$ cat src/rtl/gpio_bank.sv
// rtl/gpio_bank.sv - memory-mapped multi-port GPIO controller with optional edge interrupts
//
// Ports:
//   clk, rst_n       clock, asynchronous active-low reset
//   din, addr, we    peripheral bus write data, word address, write enable
//   dout             registered read data (held while we=1)
//   gpio_in          pin inputs, port p at [p*DW +: DW]
//   gpio_out         OUT register of every port
//   gpio_oe          DIR register of every port (1 = drive)
//   irq              OR over all ports of (IS & IE)
//
// Build option: define GPIO_IRQ_EN to implement IE/IS/EDGE, edge detection,
// the startup mask counter and irq. Without it offsets 5-7 read 0 and irq is 0.
module gpio_bank #(
  parameter int          DW    = 16,
  parameter int          AW    = 13,
  parameter int          NPORT = 2,
  parameter logic [AW-1:0] BASE = 13'h000
) (
  input  logic                clk,
  input  logic                rst_n,
  input  logic [DW-1:0]       din,
  input  logic [AW-1:0]       addr,
  input  logic                we,
  output logic [DW-1:0]       dout,
  input  logic [NPORT*DW-1:0] gpio_in,
  output logic [NPORT*DW-1:0] gpio_out,
  output logic [NPORT*DW-1:0] gpio_oe,
  output logic                irq
);

  logic [2:0]          port_sel;
  logic [2:0]          reg_sel;
  logic                hit;
  logic                wr_hit;
  logic [NPORT*DW-1:0] port_rd;
  logic [DW-1:0]       rd_data;

  assign port_sel = addr[5:3];
  assign reg_sel  = addr[2:0];
  // Extra leading zero keeps the compare valid when NPORT = 8.
  assign hit      = (addr[AW-1:6] == BASE[AW-1:6]) && ({1'b0, port_sel} < 4'(NPORT));
  assign wr_hit   = we && hit;

`ifdef GPIO_IRQ_EN
  logic [1:0]       start_cnt;
  logic             edge_ok;
  logic [NPORT-1:0] port_irq;

  // Suppresses spurious edges while the synchronisers fill after reset.
  always_ff @(posedge clk or negedge rst_n) begin
    if (!rst_n)                 start_cnt <= 2'd0;
    else if (start_cnt != 2'd3) start_cnt <= start_cnt + 2'd1;
  end

  assign edge_ok = (start_cnt == 2'd3);
  assign irq     = |port_irq;
`else
  assign irq = 1'b0;
`endif

  for (genvar p = 0; p < NPORT; p++) begin : g_port
    logic          sel;
    logic [DW-1:0] out_q, dir_q, s1_q, s2_q;
    logic [DW-1:0] rd;

    assign sel = wr_hit && (port_sel == 3'(p));

    always_ff @(posedge clk or negedge rst_n) begin
      if (!rst_n) begin
        out_q <= '0;
        dir_q <= '0;
        s1_q  <= '0;
        s2_q  <= '0;
      end else begin
        s1_q <= gpio_in[p*DW +: DW];
        s2_q <= s1_q;
        if (sel) begin
          case (reg_sel)
            3'd1:    out_q <= din;
            3'd2:    dir_q <= din;
            3'd3:    out_q <= out_q | din;
            3'd4:    out_q <= out_q & ~din;
            default: ;
          endcase
        end
      end
    end

`ifdef GPIO_IRQ_EN
    logic [DW-1:0] ie_q, is_q, edge_q, h_q;
    logic [DW-1:0] edge_det;
    logic [DW-1:0] w1c;

    // Edge when the value changed and now matches the selected polarity.
    assign edge_det = (s2_q ^ h_q) & ~(s2_q ^ edge_q) & {DW{edge_ok}};
    assign w1c      = (sel && reg_sel == 3'd6) ? din : '0;

    always_ff @(posedge clk or negedge rst_n) begin
      if (!rst_n) begin
        ie_q   <= '0;
        is_q   <= '0;
        edge_q <= '0;
        h_q    <= '0;
      end else begin
        h_q  <= s2_q;
        // Set is applied after clear so a coincident edge is never lost.
        is_q <= (is_q & ~w1c) | edge_det;
        if (sel && reg_sel == 3'd5) ie_q   <= din;
        if (sel && reg_sel == 3'd7) edge_q <= din;
      end
    end

    assign port_irq[p] = |(is_q & ie_q);
`endif

    always_comb begin
      rd = '0;
      case (reg_sel)
        3'd0:    rd = s2_q;
        3'd1:    rd = out_q;
        3'd2:    rd = dir_q;
`ifdef GPIO_IRQ_EN
        3'd5:    rd = ie_q;
        3'd6:    rd = is_q;
        3'd7:    rd = edge_q;
`endif
        default: rd = '0;
      endcase
    end

    assign port_rd[p*DW +: DW]  = rd;
    assign gpio_out[p*DW +: DW] = out_q;
    assign gpio_oe[p*DW +: DW]  = dir_q;
  end

  always_comb begin
    rd_data = '0;
    for (int i = 0; i < NPORT; i++) begin
      if (port_sel == 3'(i)) rd_data = port_rd[i*DW +: DW];
    end
  end

  always_ff @(posedge clk or negedge rst_n) begin
    if (!rst_n)   dout <= '0;
    else if (!we) dout <= hit ? rd_data : '0;
  end

endmodule

$ cat config.mk
export PLATFORM = sky130hd
export DESIGN_NAME = gpio_bank
export DESIGN_NICKNAME = d
export VERILOG_FILES = /design/src/rtl/gpio_bank.sv
export SDC_FILE = /design/constraint.sdc
export NUM_CORES = 1
export LEC_CHECK = 0
export CELL_PAD_IN_SITES_DETAIL_PLACEMENT = 0
export CELL_PAD_IN_SITES_GLOBAL_PLACEMENT = 1
export CORE_MARGIN = 1.5
export CORE_UTILIZATION = 50
export DETAILED_ROUTE_END_ITERATION = 8
export DONT_BUFFER_PORTS = 1
export PLACE_DENSITY_LB_ADDON = 0.1
export SLEW_MARGIN = 20
export SYNTH_ARGS = -nofsm -noshare
export SYNTH_HDL_FRONTEND = slang
export SYNTH_SLANG_ARGS = --single-unit
$ cat constraint.sdc
create_clock -name clk -period 1.48 [get_ports clk]
set_clock_uncertainty 0.2 [all_clocks]
set_input_delay 0.296 -clock clk [delete_from_list [all_inputs] [get_ports clk]]
set_output_delay 0.296 -clock clk [all_outputs]
set_load 0.03 [all_outputs]
==> metrics.md <==
| Metric | Value |
|---|---|
| DP Cell Count | 624 |
| Sequential area share after synthesis | 63.4% |
| Pin count of the biggest net entering global routing | 145 |
| Setup_tns | -5880 ps |
| Num CTS Buffers | 17 |
| Die X | 110 um |
| Die ar. | 0.0120 mm2 |
| Worst-margin pin slew | 898 ps |
| Initial antenna violation count | 0 |
| Detail Route Antenna Nets | 0 |
| Sw Pwr | 1.80 mW |
| Synth Area per Inst | 13.1 um2 |
| Fillers | 685 |
| Routed via count | 4287 |
| Critical Path RT | 1580 ps |
| RePlAce Congestion | 0.761 |
| Clk slew on worst S/H paths | 60 ps |
| Sequential group share of total power | 44.2% |
| DR vias/cell | 5.69 |
| Comb pwr share | 4.4% |
| IO Port Bufs | 0 |
| # diodes | 0 |
| Outcome | complete, but fails checks |
| Die height | 110 um |
| Crit-path max FO | 17 |
| Setup crit start kind | input pin |
| DPL Wire Length | 9.07 mm |
| Failing checks | negative hold slack, negative setup slack |
| Max Cap Viol | 0 |
| Setup violators final | 86 |
| Root Driver | clkbuf_16 |
| Clock power share | 51.4% |
| First-pass GRT wire length | 24.6 mm |
| Crit-path slowest cell | or3_1 |
| Starting Density | 51.8% |
| CP Class | input pin to register |
| Fmax | 619 MHz |
| WHS | -634 ps |
| Hold Path Class | input pin to async pin |
| Worst IR Drop VDD | 1.20 mV |
| Syn. warnings | 0 |
| Synthesized net count | 499 |
| Global Route Usage Sum | 28.6% |
| Drt first pass iters | 5 |
| Synth unique cells | 31 |
| Post-layout min period | 1620 ps |
| Pint | 7.41 mW |
| Row cnt | 38 |
| Lkg Pwr | 3.94 nW |
| Wire per inst | 21.7 um |
| Critical path cell sequence | nor4_4, nand3_4, buf_4, buf_12, or3_1, a22o_1 |
| RSZ-0062 raised after global routing | true |
| CTS tree | yes |
| Layout cells sized above 1 | 33.9% |
| H-tree Lvls | 4 |
| Slew HR | 39.9% |
| Syn Inst Count | 435 |
| Core Box Area | 0.0110 mm2 |
| Clock sink total | 144 |
| Final worst slack | -135 ps |
| Hold Fails Final Rpt | 155 |
| Switching share of total power | 19.5% |
| Gr ovfl total | 0 |
| Non-Filler Instances | 753 |
| FF+latch count, synth | 144 |
| Power Dens Cells | 1100 mW/mm2 |
| Clk_lat worst skew | 420 ps |
| Clock Path Buffers | 2 |
| Worst Setup End Kind | register |
| IO Count | 145 |
| Final Slew Violations | 0 |
| Drt total wl | 16.4 mm |
| # DRC | 0 |
| Final period util | 109% |
| Mapped cell area | 0.00569 mm2 |
| Final nets | 664 |
| Vias in the first global route | 4504 |
| Initial DRC Count | 290 |
| Area grow syn2layout | 46.6% |
| Arrival time worst endpoint | 1720 ps |
| Critical Path Max Stage Delay | 390 ps |
## cell type report
class	instances	area (um2)	share of cell area (%)
Sequential cell	144	3610	43.3
Tap cell	140	175	2.10
Timing Repair Buffer	179	1790	21.5
Clock inverter	10	180	2.16
Multi-Input combinational cell	242	2030	24.4
Inverter	16	60.1	0.721
Clock buffer	22	484	5.81
## cells in the final DEF, fill, tap and decap left out, drive strengths merged, types with 2 or more instances in the layout
| cell type | n |
|---|---|
| mux2 | 32 |
| inv | 16 |
| nor4b | 2 |
| dlymetal6s4s | 4 |
| a22o | 16 |
| nand3 | 2 |
| o211ai | 16 |
| or3 | 16 |
| o21ai | 48 |
| nand2 | 18 |
| mux2i | 32 |
| clkinvlp | 2 |
| dfrtp | 144 |
| nor3 | 2 |
| bufinv | 5 |
| clkbuf | 23 |
| dlygate4sd3 | 49 |
| a21oi | 33 |
| buf | 125 |
| a32o | 16 |
| clkinv | 3 |
## worst paths after layout
check,from,endpoint,slack (ps),cells after the start
max,addr[4],g_port[1].out_q[5],-140,6
min,rst_n,dout[1],-630,0
max reg2reg,g_port[0].dir_q[5],dout[5],60,5
min reg2reg,g_port[1].s1_q[1],g_port[1].s2_q[1],150,0
max in group asynchronous,rst_n,g_port[1].dir_q[0],1480,0
min in group clk,addr[0],g_port[0].out_q[7],-40,3
## power groups by stage
stage	logic [mW]	registers, mW	clock network, mW
after detailed placement	0.208	4.13	0
final	0.407	4.06	4.73
after global placement	0.204	4.13	0
after global routing	0.439	4.07	4.98
after CTS	0.389	4.06	4.80
after floorplan	0.219	4.13	0
## through the flow
stage | setup WS [ps] | utilization (%) | hold slack, ps | area [um2] | power (mW)
after detailed placement | -601 | 58.3 | -196 | 6410 | 4.34
after CTS | -119 | 73.9 | -646 | 8110 | 9.25
after global placement | -561 | 58.3 | -196 | 6410 | 4.33
final | -135 | 75.9 | -634 | 8330 | 9.20
after global routing | -163 | 75.9 | -657 | 8330 | 9.49
after floorplan | -621 | - | -200 | 5780 | 4.35
## worst max-delay path: cells and delay by family
family / cells / cell delay (ps)
buffers and inverters: 2 / 320
AND/OR/NAND/NOR: 3 / 890
AO/OA/AOI/OAI: 1 / 200
## per-layer routing
| metal | routed length, um | track usage (%) | vias to the layer above |
|---|---|---|---|
| met1 | 6580 | 35.7 | 2158 |
| met4 | 320 | 11.6 | 0 |
| li1 | - | - | 1922 |
| met2 | 8140 | 46.0 | 185 |
| met5 | 0 | 0 | - |
| met3 | 1320 | 9.60 | 22 |
## cell families (layout without fill, tap and decap cells)
| group | Yosys count | in the layout | share of synthesized area, % |
|---|---|---|---|
| DFF | 144 | 144 | 63.4 |
| AOI/OAI and AO/OA | 131 | 131 | 15.1 |
| muxes | 64 | 64 | 12.0 |
| buffers and inverters | 49 | 227 | 4.05 |
| and+or+nand+nor | 46 | 46 | 5.39 |
| other | 1 | 1 | 0.0660 |
## registers in the layout, summed over array words and instances (netlist names)
register,cells
g_port.s2_q,32
g_port.out_q,32
g_port.s1_q,32
g_port.dir_q,32
dout,16
## synth_stat cells
cell type | instances | area, um2
nor2_1 | 1 | 3.75
nor4b_4 | 2 | 47.6
a32o_1 | 16 | 160
a22o_1 | 16 | 140
nand3_2 | 1 | 10.0
nand2_1 | 18 | 67.6
buf_2 | 7 | 35.0
mux2_2 | 32 | 360
nor4_4 | 1 | 21.3
a2111oi_4 | 1 | 27.5
nand3_1 | 1 | 5.00
buf_4 | 2 | 15.0
a211oi_1 | 1 | 7.51
conb_1 | 1 | 3.75
a21oi_1 | 33 | 165
mux2i_1 | 32 | 320
inv_1 | 16 | 60.1
o21ai_0 | 38 | 190
buf_6 | 4 | 45.0
nor3_1 | 1 | 5.00
buf_1 | 3 | 11.3
nor2b_1 | 1 | 6.26
or3_1 | 16 | 100
nor3_2 | 1 | 10.0
nor4bb_1 | 1 | 10.0
dfrtp_1 | 144 | 3600
nand4_1 | 1 | 6.26
clkbuf_1 | 17 | 63.8
o211ai_1 | 16 | 120
or4b_4 | 1 | 13.8
o21ai_1 | 10 | 50.1
## what timing repair did
item / 4_1_cts / 5_1_grt
buffers inserted: 26 / 18
endpoints found under the setup margin: 137 / 149
hold buffers: 52 / 2
gates resized for setup: 76 / 29
endpoints found under the hold margin: 256 / 152
gates cloned: 1 / 0
pin swaps: 7 / 2
Power figures use the tool's default switching activity.
